**config.mk**
```make
export PLATFORM = sky130hd
export DESIGN_NAME = atm_session_ctrl
export DESIGN_NICKNAME = d
export VERILOG_FILES = /design/src/rtl/atm_session_ctrl.sv
export SDC_FILE = /design/constraint.sdc
export NUM_CORES = 1
export LEC_CHECK = 0
export ABC_AREA = 0
export BUFFER_PORTS_ARGS = -buffer_cell sky130_fd_sc_hd__clkbuf_2
export CAP_MARGIN = 10
export CORE_ASPECT_RATIO = 1.4
export CORE_MARGIN = 1.5
export CORE_UTILIZATION = 55
export CTS_CLUSTER_DIAMETER = 60
export DETAILED_ROUTE_END_ITERATION = 6
export GPL_TIMING_DRIVEN = 0
export PLACE_DENSITY = 0.79
export SYNTH_ARGS = -nofsm -noshare
export SYNTH_HDL_FRONTEND = slang
export SYNTH_SLANG_ARGS = --single-unit
export TNS_END_PERCENT = 100
```
**constraint.sdc**
```tcl
create_clock -name clk -period 3.5 [get_ports clk]
set_input_delay 0 -clock clk [delete_from_list [all_inputs] [get_ports clk]]
set_output_delay 0 -clock clk [all_outputs]
set_load 0.005 [all_outputs]
```
**src/rtl/atm_session_ctrl.sv**
```systemverilog
// atm_session_ctrl: ATM session controller. It authenticates the card holder
// with a PIN and a face match, and locks out after MAX_TRIES failures. It then
// runs inquiry, withdraw and deposit transactions against one on-chip balance.
// Optional feature macro: ATM_MINI_STMT_EN. When defined, a circular log of
// successful withdraws/deposits is kept and read out by type 2'b11.
// Handshake: a transaction is accepted on a clock edge where txn_ready and
// txn_valid are both high and card_in is high. txn_valid is not held or
// queued outside READY. txn_done is a one-cycle pulse. err_code, old_balance
// and new_balance are meaningful in the txn_done cycle.
module atm_session_ctrl #(
    parameter int BAL_W      = 16,
    parameter int PIN_W      = 16,
    parameter int PIN_VALUE  = 1234,
    parameter int MAX_TRIES  = 3,
    parameter int INIT_BAL   = 1000,
    parameter int STMT_DEPTH = 4
) (
    input  logic             clk,
    input  logic             rst,
    input  logic             card_in,
    input  logic             pin_valid,
    input  logic [PIN_W-1:0] pin,
    input  logic             face_ok,
    input  logic             txn_valid,
    output logic             txn_ready,
    input  logic [1:0]       txn_type,
    input  logic [BAL_W-1:0] amount,
    output logic             pin_ok,
    output logic             locked,
    output logic             txn_done,
    output logic [1:0]       err_code,
    output logic [BAL_W-1:0] old_balance,
    output logic [BAL_W-1:0] new_balance,
    output logic             stmt_valid,
    output logic             stmt_type,
    output logic [BAL_W-1:0] stmt_amount
);
    localparam logic [PIN_W-1:0] PIN_C     = PIN_W'(PIN_VALUE);
    localparam logic [BAL_W-1:0] BAL_INIT  = BAL_W'(INIT_BAL);
    localparam logic [3:0]       TRIES_MAX = 4'(MAX_TRIES);

    // Reject illegal configurations at elaboration time
    if (MAX_TRIES < 1 || MAX_TRIES > 15 || STMT_DEPTH < 2 ||
        (STMT_DEPTH & (STMT_DEPTH - 1)) != 0) begin : g_bad_cfg
        $error("atm_session_ctrl: illegal MAX_TRIES or STMT_DEPTH");
    end

    typedef enum logic [2:0] {
        S_IDLE   = 3'd0,
        S_AUTH   = 3'd1,
        S_READY  = 3'd2,
        S_EXEC   = 3'd3,
        S_STMT   = 3'd4,
        S_LOCKED = 3'd5
    } state_t;

    state_t           state_q, state_d;
    logic [3:0]       tries_q, tries_d;
    logic [1:0]       type_q, type_d;
    logic [BAL_W-1:0] amt_q, amt_d, bal_q, bal_d, old_q, old_d;
    logic [1:0]       err_q, err_d;
    logic             done_q, done_d;

    logic             auth_pass, tries_full, accept, stmt_last;
    logic             withdraw_ok, deposit_ok;
    logic [BAL_W:0]   sum_w;

    assign auth_pass   = (pin == PIN_C) && face_ok;
    assign tries_full  = (tries_q + 4'd1) >= TRIES_MAX;
    assign accept      = card_in && txn_valid;
    // One extra bit so an overflowing deposit is detected instead of wrapping
    assign sum_w       = {1'b0, bal_q} + {1'b0, amt_q};
    assign withdraw_ok = (type_q == 2'b01) && (amt_q <= bal_q);
    assign deposit_ok  = (type_q == 2'b10) && !sum_w[BAL_W];

`ifdef ATM_MINI_STMT_EN
    localparam bit STMT_EN = 1'b1;
    localparam int PTR_W   = $clog2(STMT_DEPTH);

    logic             log_type_q [STMT_DEPTH];
    logic             log_type_d [STMT_DEPTH];
    logic [BAL_W-1:0] log_amt_q  [STMT_DEPTH];
    logic [BAL_W-1:0] log_amt_d  [STMT_DEPTH];
    logic [PTR_W-1:0] wr_ptr_q, wr_ptr_d, rd_ptr_q, rd_ptr_d;
    logic [PTR_W:0]   count_q, count_d, left_q, left_d;
    logic             stmt_valid_q, stmt_valid_d, stmt_type_q, stmt_type_d;
    logic [BAL_W-1:0] stmt_amount_q, stmt_amount_d;

    assign stmt_last = (left_q <= (PTR_W+1)'(1));
`else
    localparam bit STMT_EN = 1'b0;
    assign stmt_last = 1'b1;
`endif

    // State register
    always_ff @(posedge clk) begin
        if (rst) state_q <= S_IDLE;
        else     state_q <= state_d;
    end

    // Next-state logic; card removal takes priority over a same-cycle request
    always_comb begin
        state_d = state_q;
        case (state_q)
            S_IDLE:   if (card_in) state_d = S_AUTH;
            S_AUTH: begin
                if (!card_in)           state_d = S_IDLE;
                else if (pin_valid) begin
                    if (auth_pass)       state_d = S_READY;
                    else if (tries_full) state_d = S_LOCKED;
                end
            end
            S_READY: begin
                if (!card_in)           state_d = S_IDLE;
                else if (txn_valid)     state_d = (txn_type == 2'b11 && STMT_EN) ? S_STMT : S_EXEC;
            end
            S_EXEC:   state_d = card_in ? S_READY : S_IDLE;
            S_STMT:   if (stmt_last) state_d = card_in ? S_READY : S_IDLE;
            S_LOCKED: state_d = S_LOCKED;
            default:  state_d = S_IDLE;
        endcase
    end

    // Moore outputs decoded from the state
    always_comb begin
        txn_ready = 1'b0;
        pin_ok    = 1'b0;
        locked    = 1'b0;
        case (state_q)
            S_READY:         begin txn_ready = 1'b1; pin_ok = 1'b1; end
            S_EXEC, S_STMT:  pin_ok = 1'b1;
            S_LOCKED:        locked = 1'b1;
            default:         ;
        endcase
    end

    // Datapath: try counter, request capture, balance update and completion
    always_comb begin
        tries_d = tries_q;
        type_d  = type_q;
        amt_d   = amt_q;
        bal_d   = bal_q;
        old_d   = old_q;
        err_d   = err_q;
        done_d  = 1'b0;
        case (state_q)
            S_AUTH: if (card_in && pin_valid) tries_d = auth_pass ? 4'd0 : tries_q + 4'd1;
            S_READY: if (accept) begin
                type_d = txn_type;
                amt_d  = amount;
            end
            S_EXEC: begin
                done_d = 1'b1;
                old_d  = bal_q;
                err_d  = 2'd0;
                case (type_q)
                    2'b01: if (withdraw_ok) bal_d = bal_q - amt_q; else err_d = 2'd1;
                    2'b10: if (deposit_ok) bal_d = sum_w[BAL_W-1:0]; else err_d = 2'd2;
                    2'b11: err_d = 2'd3;
                    default: ;
                endcase
            end
            S_STMT: if (stmt_last) begin
                done_d = 1'b1;
                old_d  = bal_q;
                err_d  = 2'd0;
            end
            default: ;
        endcase
    end

    // Datapath registers
    always_ff @(posedge clk) begin
        if (rst) begin
            tries_q <= 4'd0;
            type_q  <= 2'b00;
            amt_q   <= '0;
            bal_q   <= BAL_INIT;
            old_q   <= BAL_INIT;
            err_q   <= 2'd0;
            done_q  <= 1'b0;
        end else begin
            tries_q <= tries_d;
            type_q  <= type_d;
            amt_q   <= amt_d;
            bal_q   <= bal_d;
            old_q   <= old_d;
            err_q   <= err_d;
            done_q  <= done_d;
        end
    end

`ifdef ATM_MINI_STMT_EN
    // Log write on successful withdraw/deposit; readout newest-first in STMT
    always_comb begin
        log_type_d    = log_type_q;
        log_amt_d     = log_amt_q;
        wr_ptr_d      = wr_ptr_q;
        count_d       = count_q;
        rd_ptr_d      = rd_ptr_q;
        left_d        = left_q;
        stmt_valid_d  = 1'b0;
        stmt_type_d   = 1'b0;
        stmt_amount_d = '0;
        if (state_q == S_EXEC && (withdraw_ok || deposit_ok)) begin
            log_type_d[wr_ptr_q] = type_q[1];
            log_amt_d[wr_ptr_q]  = amt_q;
            wr_ptr_d             = wr_ptr_q + PTR_W'(1);
            if (count_q != (PTR_W+1)'(STMT_DEPTH)) count_d = count_q + (PTR_W+1)'(1);
        end
        if (state_q == S_READY && accept && txn_type == 2'b11) begin
            rd_ptr_d = wr_ptr_q - PTR_W'(1);
            left_d   = count_q;
        end
        if (state_q == S_STMT && left_q != '0) begin
            stmt_valid_d  = 1'b1;
            stmt_type_d   = log_type_q[rd_ptr_q];
            stmt_amount_d = log_amt_q[rd_ptr_q];
            rd_ptr_d      = rd_ptr_q - PTR_W'(1);
            left_d        = left_q - (PTR_W+1)'(1);
        end
    end

    // Log and statement output registers
    always_ff @(posedge clk) begin
        if (rst) begin
            for (int i = 0; i < STMT_DEPTH; i++) begin
                log_type_q[i] <= 1'b0;
                log_amt_q[i]  <= '0;
            end
            wr_ptr_q      <= '0;
            count_q       <= '0;
            rd_ptr_q      <= '0;
            left_q        <= '0;
            stmt_valid_q  <= 1'b0;
            stmt_type_q   <= 1'b0;
            stmt_amount_q <= '0;
        end else begin
            log_type_q    <= log_type_d;
            log_amt_q     <= log_amt_d;
            wr_ptr_q      <= wr_ptr_d;
            count_q       <= count_d;
            rd_ptr_q      <= rd_ptr_d;
            left_q        <= left_d;
            stmt_valid_q  <= stmt_valid_d;
            stmt_type_q   <= stmt_type_d;
            stmt_amount_q <= stmt_amount_d;
        end
    end

    assign stmt_valid  = stmt_valid_q;
    assign stmt_type   = stmt_type_q;
    assign stmt_amount = stmt_amount_q;
`else
    assign stmt_valid  = 1'b0;
    assign stmt_type   = 1'b0;
    assign stmt_amount = '0;
`endif

    assign txn_done    = done_q;
    assign err_code    = err_q;
    assign old_balance = old_q;
    assign new_balance = bal_q;
endmodule

```
==> metrics.txt, run 1 <==
status=completed; max_cap viols=0; crit path time final=between 2 and 3 ns; via count=4,589; per-cell routed wire length=16.3 µm; Clock Skew=0.00946 ns; Synth warnings=0; PortBufs=76; CTS Buf Count=9; Detailed Place HPWL=9.94 mm; fmax=336 MHz; drt initial violations=303; chip width=78.7 µm; root buffer cell=clkbuf_8; first-pass GRT wire length=20.6 mm; Setup Fix Bufs, Post-CTS=0; Yosys top cell area share=between 20% and 30%; CTS Hold Bufs=19; crit start category=register; Via-to-Cell Ratio=5.71; vias in the first global route=4,176; Tot GR Track Use=31.2%; most area-consuming cells after synthesis=dfxtp_1 (27%), ha_1 (9.6%), nand2_1 (7.1%); layout cell share with drive strength beyond 1=20.0%; drt drc=0; final-report max-slew violation count=0; Cell variety after synth=72; Non-Filler Instances=around 800; top_reg_cell synth=dfxtp_1; Synth Register Bits=60; critical path type=register to register; Synth area leader=dfxtp_1; initial antenna violation count=0; clock buffer depth=2; largest net degree at the start of global routing=12; ys async rst share=0%; Final Worst Setup Slack=0.527 ns; Max VDD drop=0.207 mV; # placed instances=between 700 and 800; Initial Util=56.9%; I/O pin total=96; core area=7750 µm²; DRT Pass-1 Iters=5; placement row count=38; post-route ant nets=0; P per Cell Area=268 nW/µm²; CP endpoint kind=register; Placer Congestion=between 0.9 and 1; RSZ-0062 raised after global routing=false; Die Y=between 100 and 150 µm; Sink Count=60; Worst EP required=3.75 ns; Nets=775; number of enable flip-flop cells after synthesis=0; worst-margin pin slew=0.644 ns; worst hold path class=input port to register; number of fill cells=663; n_diodes=0; Setup WS pre-CTS=about 0.57 ns; syn avg cell area=7.65 µm²; Worst Path Max Fanout=10; die area=approximately 8600 µm²; fin crit share=84.9%; Final Setup Violations=0; sequential share of the synthesized area=27.2%; total negative slack=0 ns; Slew HR=approximately 56%; Pwr Total=1.43 mW; synthesized instance count=around 580; Leak Pwr=between 2 and 2.5 nW; drt total wl=13.1 mm; Fin. Hold Viols=0; Worst-path clk slew=roughly 0.08 ns; later-pin clock latency in the skew report=0.36 ns; H-tree depth=3; CTS tree=built; Syn-to-layout area delta=21.6%; Synth Cell Area=4410 µm²; grt ovf=0; CTS resizes=0; CP arrival=approximately 3.2 ns
-- cells in the final DEF, fill, tap and decap left out, types with 3 or more instances in the layout --
| cell | Yosys | routed |
|---|---|---|
| a221oi_1 | 3 | 3 |
| a22oi_1 | 3 | 3 |
| o21bai_1 | 4 | 4 |
| nor3_1 | 14 | 14 |
| nand3_1 | 26 | 26 |
| clkbuf_2 | 0 | 76 |
| nor4_1 | 4 | 4 |
| nor2b_1 | 9 | 9 |
| ha_1 | 34 | 34 |
| clkbuf_8 | 0 | 9 |
| buf_2 | 6 | 6 |
| o21ai_0 | 31 | 31 |
| nand2b_1 | 8 | 8 |
| o211ai_1 | 4 | 4 |
| nand3b_1 | 4 | 4 |
| o31ai_1 | 4 | 4 |
| xnor2_1 | 8 | 8 |
| or2_2 | 5 | 5 |
| o22ai_1 | 3 | 3 |
| nor2_1 | 31 | 31 |
| a31oi_1 | 5 | 5 |
| dfxtp_1 | 60 | 60 |
| nor4b_1 | 3 | 3 |
| or3_1 | 3 | 3 |
| a21o_1 | 8 | 8 |
| and3_1 | 6 | 6 |
| buf_4 | 21 | 21 |
| conb_1 | 1 | 18 |
| a211oi_1 | 9 | 9 |
| dlygate4sd3_1 | 0 | 19 |
| inv_1 | 33 | 33 |
| clkbuf_1 | 18 | 19 |
| nor3b_1 | 5 | 5 |
| xor2_1 | 6 | 6 |
| o31a_1 | 5 | 5 |
| buf_6 | 3 | 3 |
| nand2_1 | 83 | 83 |
| a21oi_1 | 60 | 60 |
-- cell families (layout without fill, tap and decap cells) --
| kind of cell | Yosys count | in the layout | share of synthesized area, % |
|---|---|---|---|
| buf+inv | 84 | 195 | 9.99 |
| other cells | 1 | 18 | 0.0850 |
| simple gates | 211 | 211 | 23.1 |
| flops | 60 | 60 | 27.2 |
| xor+xnor | 14 | 14 | 2.78 |
| compound gates | 170 | 170 | 26.3 |
| fa+ha+maj | 36 | 36 | 10.6 |
-- cell type report --
class / count / area, µm² / share of cell area, %
buffer: 50 / 313 / 5.84
clock buffer: 10 / 128 / 2.38
clock inverter: 6 / 63.8 / 1.19
inverter: 34 / 128 / 2.38
multi-input combinational: 449 / 2830 / 52.8
sequential: 60 / 1200 / 22.4
tap: 100 / 125 / 2.33
timing repair buffer: 95 / 571 / 10.6
-- metrics by stage --
step / utilization [%] / hold slack (ns) / instance area, µm²
floorplan: - / 0.136 / 4470
global placement: 64.2 / 0.222 / 4980
detailed placement: 64.2 / 0.228 / 4980
CTS: 69.2 / 0.0106 / 5360
global route: 69.2 / 0.0808 / 5360
finish: 69.2 / 0.0155 / 5360
-- flip-flops by register name, indices dropped and copies added (netlist names) --
register / count
type_q: 2
old_balance: 16
new_balance: 16
state_q: 3
amt_q: 16
txn_done: 1
err_code: 2
tries_q: 4
-- routing by layer --
| metal | vias up | track usage, % | routed length, µm |
|---|---|---|---|
| li1 | 2246 | - | - |
| met1 | 2133 | 36.4 | 5130 |
| met2 | 170 | 54.9 | 6720 |
| met3 | 40 | 5.27 | 683 |
| met4 | 0 | 15.2 | 546 |
| met5 | - | 0 | 0 |
-- synthesized netlist by cell type, drive strengths merged (2+ instances only) --
library cell  count
o31a              5
xor2              6
nand2b            8
o21bai            5
a21oi            62
or2               5
a2111oi           5
o211ai            5
nand2            84
inv              33
or2b              2
and2              2
o21a              2
nor4              4
o211a             2
clkbuf           18
xnor2             8
a31oi             5
o22ai             4
nor3             14
fa                2
nor2b             9
nand4             2
a21o              8
a221oi            4
o32ai             3
o31ai             5
or3               4
a211oi           10
nand3b            4
buf              32
dfxtp            60
nor2             31
nor4b             3
a22oi             3
and3              6
ha               34
o21ai            32
nor3b             5
nand3            26
-- power breakdown --
group,total (mW),switching (mW),internal (mW)
Combinational,0.110,0.0526,0.0576
Clock,0.636,0.308,0.329
Sequential,0.688,0.00195,0.686
Total,1.43,0.362,1.07
-- critical path, cell delays in order (launching register included) --
cell       delay, ns
dfxtp_1         0.43
ha_1            0.20
inv_1           0.05
fa_1            0.41
o21bai_2        0.25
a2111oi_4       0.12
o31ai_2         0.40
a211oi_2        0.18
nand3_1         0.13
buf_2           0.26
nand2_2         0.16
a211o_1         0.28
-- final timing paths --
check | from | endpoint | slack [ns] | cells past startpoint
worst min-delay path | pin_valid | tries_q[0] | 0.02 | 4
worst max-delay path | new_balance[0] | new_balance[8] | 0.53 | 11
worst max register to register | new_balance[0] | new_balance[8] | 0.53 | 11
worst min register to register | old_balance[1] | old_balance[1] | 0.45 | 2
Power figures use the tool's default switching activity.
==> inputs of run 2 (changes only) <==
ABC_AREA = 1   (was 0)
CORE_UTILIZATION = 51   (was 55)
PLACE_DENSITY = 0.76   (was 0.79)
clock period = 2.5 ns   (was 3.5 ns; I/O delays follow)
==> run 2 against run 1 <==
Clock power rose by 110%. Sequential power increased by 45%. Setup slack worse by 0.36 ns. Core utilization decreased by 4.9 points. Die area rose by 16%. Power increased by 78%. Critical path depth grew 3. Cell count grew 27%. Clock skew shrank 0.0017 ns. Global-route usage down 1.8 points. Via count is 16% higher. Critical path type unchanged. Highest routed layer unchanged.
==> metrics.txt, run 2 <==
status=completed (unchanged); initial antenna violation count=0 (unchanged); Yosys top cell area share=25.2% (was 27.2%); hold_sp=amount[10] (was pin_valid); Synth warnings=0 (unchanged); FF/Latch Area=1200 µm² (unchanged); Synth area leader=dfxtp_1 (unchanged); Synth Cell Area=4770 µm² (was 4410 µm²); I/O pin total=96 (unchanged); multiplexer area fraction after synthesis=0.210% (was 0%); crit path time final=2.33 ns (was 2.97 ns); Syn-to-layout area delta=21.8% (was 21.6%); PortBufs=76 (unchanged); Worst R2R End=new_balance[9] (was new_balance[8]); Tot GR Track Use=29.4% (was 31.2%); ys async rst share=0% (unchanged); RR Startpoint=new_balance[0] (unchanged); root buffer cell=clkbuf_16 (was clkbuf_8); Worst Path Max Fanout=9 (was 10); clock buffer depth=2 (unchanged); post-route ant nets=0 (unchanged); number of enable flip-flop cells after synthesis=0 (unchanged); max_cap viols=0 (unchanged); Nets=982 (was 775); placement row count=41 (was 38); largest net degree at the start of global routing=11 (was 12); Setup Fix Bufs, Post-CTS=0 (unchanged); fin crit share=93.3% (was 84.9%); Cell variety after synth=36 (was 72); most common library cells after synthesis=nand2_1 (246), inv_1 (115), nor2_1 (76) (was nand2_1 (83), a21oi_1 (60), dfxtp_1 (60)); die area=9940 µm² (was 8570 µm²); XOR/XNOR Fraction of Synth Area=2.02% (was 2.78%); Worst EP required=2.77 ns (was 3.75 ns); Die Y=117 µm (was 109 µm); vias in the first global route=5,179 (was 4,176); H-tree depth=3 (unchanged); CP endpoint kind=register (unchanged); fmax=429 MHz (was 336 MHz); per-cell routed wire length=14.1 µm (was 16.3 µm); Final Worst Setup Slack=0.167 ns (was 0.527 ns); most frequent cell after synthesis=nand2_1 (unchanged); main combinational cell family by area after synthesis=simple AND/OR/NAND/NOR gates (was compound AO/OA/AOI/OAI gates); n_diodes=0 (unchanged); total negative slack=0 ns (unchanged); commonest non-fill, non-tap cell in the layout=nand2_1 (unchanged); first-pass GRT wire length=23.5 mm (was 20.6 mm); Final Setup Violations=0 (unchanged); drt initial violations=359 (was 303); Max VDD drop=0.542 mV (was 0.207 mV); worst hold path class=input port to register (unchanged); drt total wl=14.4 mm (was 13.1 mm); most area-consuming cells after synthesis=dfxtp_1 (25%), nand2_1 (19%), inv_1 (9.1%) (was dfxtp_1 (27%), ha_1 (9.6%), nand2_1 (7.1%)); sequential share of the synthesized area=25.2% (was 27.2%); Slew HR=57.3% (was 56.5%); worst-margin pin slew=0.640 ns (was 0.644 ns); hold path cells=3 (was 4); CTS Buf Count=9 (unchanged); CTS tree=built (unchanged); FF-to-FF setup slack=0.17 ns (was 0.53 ns); critical path type=register to register (unchanged); chip width=84.7 µm (was 78.7 µm); later-pin clock latency in the skew report=0.33 ns (was 0.36 ns); RSZ-0062 raised after global routing=false (unchanged); Via-to-Cell Ratio=5.25 (was 5.71); grt ovf=0 (unchanged); layout cell share with drive strength beyond 1=16.9% (was 20.0%); area of the multi-input gates=2880 µm² (was 2830 µm²); compound-cell area share of the yosys netlist=10.7% (was 26.3%); Leak Pwr=3.21 nW (was 2.33 nW); drt drc=0 (unchanged); DRT Pass-1 Iters=5 (unchanged); Synth Register Bits=60 (unchanged); via count=5,345 (was 4,589); simple-gate share of the synthesized area=36.3% (was 23.1%); most frequent cells in the layout=nand2_1 (246), inv_1 (115), clkbuf_2 (77) (was nand2_1 (83), clkbuf_2 (76), a21oi_1 (60), dfxtp_1 (60), ha_1 (34)); core area=9030 µm² (was 7750 µm²); Setup WS pre-CTS=0.198 ns (was 0.571 ns); final-report max-slew violation count=0 (unchanged); syn avg cell area=6.05 µm² (was 7.65 µm²); CP arrival=2.60 ns (was 3.23 ns); Hold EP=amt_q[10] (was tries_q[0]); top_reg_cell synth=dfxtp_1 (unchanged); crit start category=register (unchanged); Placer Congestion=0.967 (was 0.914); r2r worst-path depth=14 (was 11); P per Cell Area=441 nW/µm² (was 268 nW/µm²); Detailed Place HPWL=11.2 mm (was 9.94 mm); Sink Count=60 (unchanged); Cell Area, Placed=5340 µm² (was 4980 µm²); Fin. Hold Viols=0 (unchanged); final instance area=5810 µm² (was 5360 µm²); Worst-path clk slew=0.05 ns (was 0.08 ns); Clock Skew=0.00775 ns (was 0.00946 ns); synthesized instance count=788 (was 576); adder-cell share of the synthesized area=9.77% (was 10.6%); Initial Util=52.8% (was 56.9%); number of fill cells=861 (was 663)
-- run 2: cell count changes in the layout (fill, tap and decap cells not counted), moves of 11 or more --
| cell | previous run | this run |
|---|---|---|
| nand2_1 | 83 | 246 |
| inv_1 | 33 | 115 |
| nor2_1 | 31 | 76 |
| nand3_1 | 26 | 54 |
| inv_2 | 0 | 12 |
| a21oi_1 | 60 | 49 |
-- run 2: metal layers --
| metal | vias to the layer above | wire, µm | track usage (%) |
|---|---|---|---|
| met3 | 53 | 814 | 3.73 |
| li1 | 2648 | - | - |
| met5 | - | 0 | 0 |
| met4 | 0 | 641 | 16.2 |
| met1 | 2425 | 5530 | 31.7 |
| met2 | 219 | 7380 | 54.1 |
-- run 2: what timing repair did --
item	CTS	global route
hold buffers	14	0
hold endpoints to repair	14	0
resized for setup	0	1
setup endpoints to repair	0	3
-- run 2: per-stage QoR --
step | power (mW) | util (%) | hold WS (ns) | std cells
after floorplan | 1.15 | - | 0.135 | 805
after global placement | 1.22 | 59.2 | 0.241 | 988
after detailed placement | 1.23 | 59.2 | 0.250 | 988
after CTS | 2.56 | 64.3 | 0.00117 | 1018
after global routing | 2.64 | 64.3 | 0.0285 | 1018
final | 2.56 | 64.3 | 0.00547 | 1018
-- run 2: logic make-up (layout without fill, tap and decap cells) --
family                   Yosys count  count (layout)
AO/OA/AOI/OAI                     98              98
other                              1              18
XOR/XNOR                          11              11
multiplexers                       1               1
flip-flops                        60              60
buffers and inverters            171             277
adder cells (fa/ha/maj)           36              36
AND/OR/NAND/NOR                  410             410
-- run 2: cell type report --
| class | count | area share [%] |
|---|---|---|
| multi-input combinational | 574 | 49.6 |
| timing repair buffer | 90 | 8.97 |
| tap | 107 | 2.31 |
| clock inverter | 4 | 1.25 |
| clock buffer | 12 | 4.25 |
| inverter | 127 | 8.21 |
| buffer | 44 | 4.72 |
| sequential | 60 | 20.7 |
-- run 2: worst max-delay path, cell delays in order (launching register included) --
cell	delay (ns)
dfxtp_1	0.38
inv_1	0.08
ha_1	0.25
fa_1	0.38
inv_1	0.11
nand2_1	0.06
nand2_1	0.10
nand2_1	0.08
nand3_1	0.10
nand2_1	0.10
nand3_2	0.11
nand2_1	0.14
nor2_4	0.23
nand2_1	0.09
nand3_1	0.07
-- run 2: power by group --
part	switching (mW)	total (mW)	internal (mW)	leakage, nW
clock	0.427	1.32	0.897	0.153
sequential	0.0181	0.999	0.981	0.484
combinational	0.129	0.236	0.108	2.58
-- run 2: how the worst max path moves through the flow --
stage                         from         endpoint  slack, ns  cells past startpoint
finish              new_balance[0]   new_balance[9]       0.17                     14
detailed placement  new_balance[0]  new_balance[11]       0.20                     16
global route        new_balance[0]   new_balance[4]      0.002                     14
global placement    new_balance[0]   new_balance[4]       0.22                     14
floorplan           new_balance[0]  new_balance[14]       0.55                     14
CTS                 new_balance[0]  new_balance[10]       0.17                     16
